===== config.mk =====
export PLATFORM = sky130hd
export DESIGN_NAME = decode_stage
export DESIGN_NICKNAME = d
export VERILOG_FILES = /design/src/rtl/riscy_pkg.sv /design/src/rtl/decode_stage_regfile.sv /design/src/rtl/decode_stage.sv
export SDC_FILE = /design/constraint.sdc
export NUM_CORES = 2
export LEC_CHECK = 0
export BUFFER_PORTS_ARGS = -buffer_cell sky130_fd_sc_hd__buf_2
export CAP_MARGIN = 20
export CELL_PAD_IN_SITES_DETAIL_PLACEMENT = 0
export CELL_PAD_IN_SITES_GLOBAL_PLACEMENT = 2
export CORE_ASPECT_RATIO = 0.9
export CORE_MARGIN = 5
export CORE_UTILIZATION = 29
export CTS_BUF_LIST = sky130_fd_sc_hd__clkbuf_8
export DETAILED_ROUTE_END_ITERATION = 16
export PLACE_DENSITY = 0.65
export SLEW_MARGIN = 30
export SYNTH_ARGS = -nofsm -noshare
export SYNTH_HDL_FRONTEND = slang
export SYNTH_HIERARCHICAL = 1
export SYNTH_SLANG_ARGS = --single-unit

===== constraint.sdc =====
create_clock -name clk -period 4.2 [get_ports clk]
set_input_delay 0.84 -clock clk [delete_from_list [all_inputs] [get_ports clk]]
set_output_delay 0.84 -clock clk [all_outputs]
set_load 0.05 [all_outputs]

===== src/rtl/riscy_pkg.sv =====
// Shared opcode constants and ALU/branch encodings for the decode stage and ALU.
package riscy_pkg;

  localparam logic [6:0] OP_R      = 7'b0110011;
  localparam logic [6:0] OP_IMM    = 7'b0010011;
  localparam logic [6:0] OP_BRANCH = 7'b1100011;

  typedef enum logic [2:0] {
    ALU_ADD = 3'b000,
    ALU_SUB = 3'b001,
    ALU_AND = 3'b010,
    ALU_OR  = 3'b011,
    ALU_SLT = 3'b101
  } alu_ctrl_e;

  typedef enum logic [1:0] {
    BR_NONE = 2'b00,
    BR_EQ   = 2'b01,
    BR_NE   = 2'b10
  } branch_e;

endpackage


===== src/rtl/decode_stage_regfile.sv =====
// 2R1W register file: x0 reads zero, writeback value bypasses to same-cycle reads.
module regfile #(
  parameter int unsigned XLEN  = 32,
  parameter int unsigned NREGS = 32,
  parameter int unsigned AW    = $clog2(NREGS)
) (
  input  logic            clk,
  input  logic            rst,
  input  logic [AW-1:0]   raddr1,
  input  logic [AW-1:0]   raddr2,
  output logic [XLEN-1:0] rdata1,
  output logic [XLEN-1:0] rdata2,
  input  logic            we,
  input  logic [AW-1:0]   waddr,
  input  logic [XLEN-1:0] wdata
);

  logic [XLEN-1:0] mem_q [NREGS];
  logic [XLEN-1:0] mem_d [NREGS];

  // Next register contents: apply the writeback, never to x0.
  always_comb begin
    mem_d = mem_q;
    if (we && waddr != '0) mem_d[waddr] = wdata;
  end

  // Storage, cleared on reset.
  always_ff @(posedge clk) begin
    if (rst) begin
      for (int unsigned i = 0; i < NREGS; i++) mem_q[i] <= '0;
    end else begin
      mem_q <= mem_d;
    end
  end

  // Asynchronous reads with x0 forced to zero and write-through bypass.
  always_comb begin
    rdata1 = '0;
    rdata2 = '0;
    if (raddr1 != '0) rdata1 = (we && waddr == raddr1) ? wdata : mem_q[raddr1];
    if (raddr2 != '0) rdata2 = (we && waddr == raddr2) ? wdata : mem_q[raddr2];
  end

endmodule


===== src/rtl/decode_stage.sv =====
// RV32I ALU/branch-subset decode and operand fetch with busy-bit hazard stalls.
module decode_stage
  import riscy_pkg::*;
#(
  parameter int unsigned XLEN  = 32,
  parameter int unsigned NREGS = 32
) (
  input  logic            clk,
  input  logic            rst,
  input  logic            instr_valid,
  input  logic [31:0]     instr,
  output logic            instr_ready,
  output logic            ex_valid,
  input  logic            ex_ready,
  output logic [XLEN-1:0] ex_rs1,
  output logic [XLEN-1:0] ex_rs2,
  output logic [2:0]      ex_ctrl,
  output logic [4:0]      ex_rd_addr,
  output logic            ex_we,
  output logic [1:0]      ex_branch,
  output logic [XLEN-1:0] ex_br_off,
  input  logic            wb_valid,
  input  logic [4:0]      wb_addr,
  input  logic [XLEN-1:0] wb_data,
  output logic            illegal
);

  localparam int unsigned AW = $clog2(NREGS);

  logic [6:0] opcode;
  logic [4:0] rd_f, rs1_f, rs2_f;
  logic [2:0] f3;
  logic [6:0] f7;
  assign opcode = instr[6:0];
  assign rd_f   = instr[11:7];
  assign f3     = instr[14:12];
  assign rs1_f  = instr[19:15];
  assign rs2_f  = instr[24:20];
  assign f7     = instr[31:25];

  logic [XLEN-1:0] imm_i, imm_b, rdata1, rdata2;
  assign imm_i = {{(XLEN-12){instr[31]}}, instr[31:20]};
  assign imm_b = {{(XLEN-13){instr[31]}}, instr[31], instr[7], instr[30:25], instr[11:8], 1'b0};

  regfile #(.XLEN(XLEN), .NREGS(NREGS), .AW(AW)) u_regfile (
    .clk    (clk),
    .rst    (rst),
    .raddr1 (rs1_f[AW-1:0]),
    .raddr2 (rs2_f[AW-1:0]),
    .rdata1 (rdata1),
    .rdata2 (rdata2),
    .we     (wb_valid),
    .waddr  (wb_addr[AW-1:0]),
    .wdata  (wb_data)
  );

  logic      legal, we_dec, use_rs2, use_imm;
  alu_ctrl_e ctrl_dec;
  branch_e   br_dec;

  // Decode the supported subset; anything else is flagged illegal.
  always_comb begin
    legal    = 1'b0;
    we_dec   = 1'b0;
    use_rs2  = 1'b0;
    use_imm  = 1'b0;
    ctrl_dec = ALU_ADD;
    br_dec   = BR_NONE;
    case (opcode)
      OP_R: begin
        legal   = 1'b1;
        we_dec  = 1'b1;
        use_rs2 = 1'b1;
        case ({f7, f3})
          {7'b0000000, 3'b000}: ctrl_dec = ALU_ADD;
          {7'b0100000, 3'b000}: ctrl_dec = ALU_SUB;
          {7'b0000000, 3'b111}: ctrl_dec = ALU_AND;
          {7'b0000000, 3'b110}: ctrl_dec = ALU_OR;
          {7'b0000000, 3'b010}: ctrl_dec = ALU_SLT;
          default:              legal    = 1'b0;
        endcase
      end
      OP_IMM: begin
        legal   = 1'b1;
        we_dec  = 1'b1;
        use_imm = 1'b1;
        case (f3)
          3'b000:  ctrl_dec = ALU_ADD;
          3'b111:  ctrl_dec = ALU_AND;
          3'b110:  ctrl_dec = ALU_OR;
          3'b010:  ctrl_dec = ALU_SLT;
          default: legal    = 1'b0;
        endcase
      end
      OP_BRANCH: begin
        legal    = 1'b1;
        use_rs2  = 1'b1;
        ctrl_dec = ALU_SUB;
        case (f3)
          3'b000:  br_dec = BR_EQ;
          3'b001:  br_dec = BR_NE;
          default: legal  = 1'b0;
        endcase
      end
      default: ;
    endcase
  end

  logic [NREGS-1:0] busy_q, busy_d;
  logic             rs1_haz, rs2_haz, rd_haz, stall, accept;

  // Hazard check: a busy register stalls unless writeback frees it this cycle.
  always_comb begin
    rs1_haz     = rs1_f != '0 && busy_q[rs1_f] && !(wb_valid && wb_addr == rs1_f);
    rs2_haz     = rs2_f != '0 && busy_q[rs2_f] && !(wb_valid && wb_addr == rs2_f);
    rd_haz      = rd_f  != '0 && busy_q[rd_f]  && !(wb_valid && wb_addr == rd_f);
    stall       = instr_valid && legal && (rs1_haz || (use_rs2 && rs2_haz) || (we_dec && rd_haz));
    instr_ready = !stall && (!ex_valid || ex_ready);
    accept      = instr_valid && instr_ready;
  end

  logic            ex_valid_q, ex_valid_d, ex_we_q, ex_we_d, illegal_q, illegal_d;
  logic [XLEN-1:0] ex_rs1_q, ex_rs1_d, ex_rs2_q, ex_rs2_d, ex_br_off_q, ex_br_off_d;
  logic [4:0]      ex_rd_q, ex_rd_d;
  alu_ctrl_e       ex_ctrl_q, ex_ctrl_d;
  branch_e         ex_br_q, ex_br_d;

  // Output bundle and scoreboard next state; a set of busy[rd] overrides a same-cycle clear.
  always_comb begin
    ex_valid_d  = ex_valid_q;
    ex_rs1_d    = ex_rs1_q;
    ex_rs2_d    = ex_rs2_q;
    ex_ctrl_d   = ex_ctrl_q;
    ex_rd_d     = ex_rd_q;
    ex_we_d     = ex_we_q;
    ex_br_d     = ex_br_q;
    ex_br_off_d = ex_br_off_q;
    illegal_d   = accept && !legal;
    busy_d      = busy_q;
    if (accept && legal) begin
      ex_valid_d  = 1'b1;
      ex_rs1_d    = rdata1;
      ex_rs2_d    = use_imm ? imm_i : rdata2;
      ex_ctrl_d   = ctrl_dec;
      ex_rd_d     = we_dec ? rd_f : '0;
      ex_we_d     = we_dec;
      ex_br_d     = br_dec;
      ex_br_off_d = (br_dec != BR_NONE) ? imm_b : '0;
    end else if (ex_ready) begin
      ex_valid_d = 1'b0;
    end
    if (wb_valid) busy_d[wb_addr] = 1'b0;
    if (accept && legal && we_dec && rd_f != '0) busy_d[rd_f] = 1'b1;
  end

  // State registers.
  always_ff @(posedge clk) begin
    if (rst) begin
      ex_valid_q  <= 1'b0;
      ex_rs1_q    <= '0;
      ex_rs2_q    <= '0;
      ex_ctrl_q   <= ALU_ADD;
      ex_rd_q     <= '0;
      ex_we_q     <= 1'b0;
      ex_br_q     <= BR_NONE;
      ex_br_off_q <= '0;
      illegal_q   <= 1'b0;
      busy_q      <= '0;
    end else begin
      ex_valid_q  <= ex_valid_d;
      ex_rs1_q    <= ex_rs1_d;
      ex_rs2_q    <= ex_rs2_d;
      ex_ctrl_q   <= ex_ctrl_d;
      ex_rd_q     <= ex_rd_d;
      ex_we_q     <= ex_we_d;
      ex_br_q     <= ex_br_d;
      ex_br_off_q <= ex_br_off_d;
      illegal_q   <= illegal_d;
      busy_q      <= busy_d;
    end
  end

  assign ex_valid   = ex_valid_q;
  assign ex_rs1     = ex_rs1_q;
  assign ex_rs2     = ex_rs2_q;
  assign ex_ctrl    = ex_ctrl_q;
  assign ex_rd_addr = ex_rd_q;
  assign ex_we      = ex_we_q;
  assign ex_branch  = ex_br_q;
  assign ex_br_off  = ex_br_off_q;
  assign illegal    = illegal_q;

endmodule

==> impl_metrics.toml <==
[timing]
maxSlewHeadroom_pct = 26.88
setup_violations = 0
skew_ns = 0.04910
fin_crit_sh_pct = 95.26
fin_crit_ns = 4.001
rsz0062_at_grt = "no"
tightest_slew_ns = 1.097
hold_viol = 0
max_freq_ghz = 0.2499
drv_slew = 0

[layout]
final_area_sq_mm = 0.06731
drive_gt1_share_pct = 20.51
nFillCells = 20804
multiInputGateArea_sq_mm = 0.03260
layout.nets = 6861
utilization_pct = 33.52
syn2layout_area_growth_pct = 14.98
seq_area_sq_mm = 0.02292

[yosys]
synth.cell_area_sq_mm = 0.05855
synth_cell_type_count = 77
synth-main-ff-cell = "dfxtp_1"
synthTopCellsByArea = "dfxtp_1 39%, mux4_2 17%, nand2_1 14%, a21oi_1 9.8%, mux2i_1 3.7%"
synth_top_area_cell = "dfxtp_1"
syn_nets = 6858
synth_edf_count = 0
netlist.area_leader.share_pct = 39.15
avgSynthCellArea_sq_um = 8.630
ys_seq_area_share_pct = 39.15
async_flop_share_pct = 0
synth-seq-cells = 1145
synthCells = 6784
ys_warn_count = 6

[clock_tree]
root_buffer = "clkbuf_8"
post-cts-setup-buffers = 0
clock_sinks = 1145
htree_levels = 4
cts_tree = "done"
cts_made_buffers = 201
clk_pin_slew_ns = 0.06
clock_latency_ns = 0.97
cts_buffer_depth = 3
cts-resized-gates = 0
hold_buffers = 0

[worst_setup_path]
path_cells = "mux4_2 -> a221oi_2 -> mux2i_1 -> o221ai_2 -> and3_2 -> o31a_1 -> buf_2"
critPathMaxFanout = 4
cp-start-kind = "register"
max_stage_delay_ns = 0.49
cp_data_required_time_ns = 3.36
end_kind = "output port"
cp_slowest_cell = "mux4_2"
crit_buf_inv = 1
r2r_setup_slack_ns = 1.04
path_class = "reg -> out"
crit_family = "compound AO/OA/AOI/OAI gates"
crit_arrival_ns = 3.16

[pwr]
p_per_area_mw_per_mm2 = 361.8
ir_drop_uv = 335.3
cellLeakagePower_nw = 22.56

[die]
fp.coreArea_sq_mm = 0.2008
die_w_um = 483.6
fp.dieArea_sq_mm = 0.2110
start_util_pct = 29.15
die_h_um = 436.3
num_io_pins = 184
rows = 156

[place]
dp_hpwl_um = 196300
port_buffers = 182
dpl-instance-area_sq_mm = 0.06321
gp_congestion = 0.9169

[global_route]
grt_max_degree = 186
overflow = 0
antenna_found_initial = 17
grt_pass1_vias = 51796
grt_pass1_wl_um = 422700
track_usage_pct = 27.71

[route]
drt.antenna.violating_nets = 0
totalWireLength_um = 305200
drc = 0
drt_iter0_markers = 7146
num_vias = 55615
vias_per_cell = 5.772
wl_per_cell_um = 31.67
drtPass1Iterations = 8

[worst_hold_path]
hold_class = "in -> reg"

[status]
status = "complete, no violations"

[run]
max_cap_violations = 0
cell type report:
| cell class | instances | area share [%] |
|---|---|---|
| sequential | 1145 | 34.05 |
| antenna | 12 | 0.04461 |
| clock inverter | 92 | 0.6896 |
| clock buffer | 262 | 5.357 |
| inverter | 10 | 0.05762 |
| tap | 2686 | 4.993 |
| multi-input combinational | 4888 | 48.43 |
| timing repair buffer | 541 | 6.374 |
cells in the mapped netlist, types with 5 or more instances:
master    count
a211o_1      20
a211oi_1     38
a21oi_1    1151
a21oi_2      10
a221o_1      10
a221oi_1     37
a22oi_1     154
a31o_2       16
and2_1        8
and3_1       10
and3b_1       5
buf_1        12
buf_2       122
buf_4        63
buf_6        21
clkbuf_1    503
clkbuf_2     19
dfxtp_1    1145
inv_1         6
mux2_2       14
mux2i_1     214
mux4_2      439
nand2_1    2120
nand2b_1      8
nand3_1      75
nand3b_1     13
nor2_1       98
nor2b_1      46
nor3_1       65
nor3b_1      15
nor4_1        6
o211ai_1     32
o21ai_0      96
o221a_2       5
o22ai_1      57
o41ai_1      30
or2_2         8
or3b_2        5
xnor2_1       9
xor2_1       16
where the power goes:
part	internal, W	switching [W]	leakage, nW
logic	0.000708	0.00182	11.0
clock network	0.00562	0.00521	2.35
registers	0.0109	0.0000551	9.23
cells by family (layout without fill, tap and decap cells):
logic type,count (synthesis),in the layout,share of synthesized area [%]
compound gates,1689,1689,16.63
xor+xnor,25,25,0.3740
buf+inv,751,905,5.817
flops,1145,1145,39.15
mux,667,667,20.82
other cells,1,13,0.006405
simple gates,2506,2506,17.20
worst paths after layout:
path,startpoint,endpoint,cells after the start
worst min-delay path,ex_ready,ex_valid$_SDFFE_PP0P_,3
worst max register to register,busy_q[7]$_SDFF_PP0_,ex_rs2[14]$_SDFFE_PP0P_,9
worst max-delay path,busy_q[7]$_SDFF_PP0_,instr_ready,7
worst min register to register,ex_ctrl[1]$_SDFFE_PP0P_,ex_ctrl[1]$_SDFFE_PP0P_,2
cells in the final DEF (no fill, tap or decap), types with 50 or more instances in the layout:
master and instances:
dfxtp_1 1145, inv_1 72, nand3_1 74, o21ai_0 96
a22oi_1 154, mux4_2 439, nor3_1 65, a21oi_1 1151
mux2i_1 214, buf_12 50, o22ai_1 57, buf_2 175
nor2_1 61, nand2_1 2090, clkbuf_8 262, buf_4 310
sequential cells by signal, summed over array words and instances (netlist names):
register and cells:
ex_we 1, ex_valid 1, ex_br_off 12, ex_rs2 32, ex_rs1 32, busy_q 32, ex_ctrl 3, ex_branch 2
ex_rd_addr 5, illegal 1, u_regfile/mem_q 1024
worst reg2reg max path, stage by stage (launching register included):
cell,delay (ns)
dfxtp_1,0.36
mux4_2,0.50
a221oi_2,0.28
mux2i_1,0.15
o221ai_2,0.22
and3_2,0.28
buf_4,0.37
buf_4,0.53
a21oi_1,0.14
a211oi_1,0.25
through the flow:
stage	hold slack (ns)	total power [W]	cells	setup TNS, ns	setup WS [ns]
3_5_place_dp	0.4545	0.01369	9270	0	0.04640
3_3_place_gp	0.4430	0.01368	9269	-0.03631	-0.03631
6_report	0.2607	0.02435	9636	0	0.1989
2_1_floorplan	0.4427	0.01254	6784	0	0.3929
5_1_grt	0.2214	0.02509	9632	0	0.04495
4_1_cts	0.1834	0.02449	9624	0	0.1292
routing by layer:
metal	GRT usage [%]	wire, um	vias up
met5	0	13	-
met4	10.60	13410	2
met3	6.534	28790	580
met2	41.38	131800	2977
met1	38.73	131200	28108
li1	-	-	23948
(Power assumes the default switching activity.)
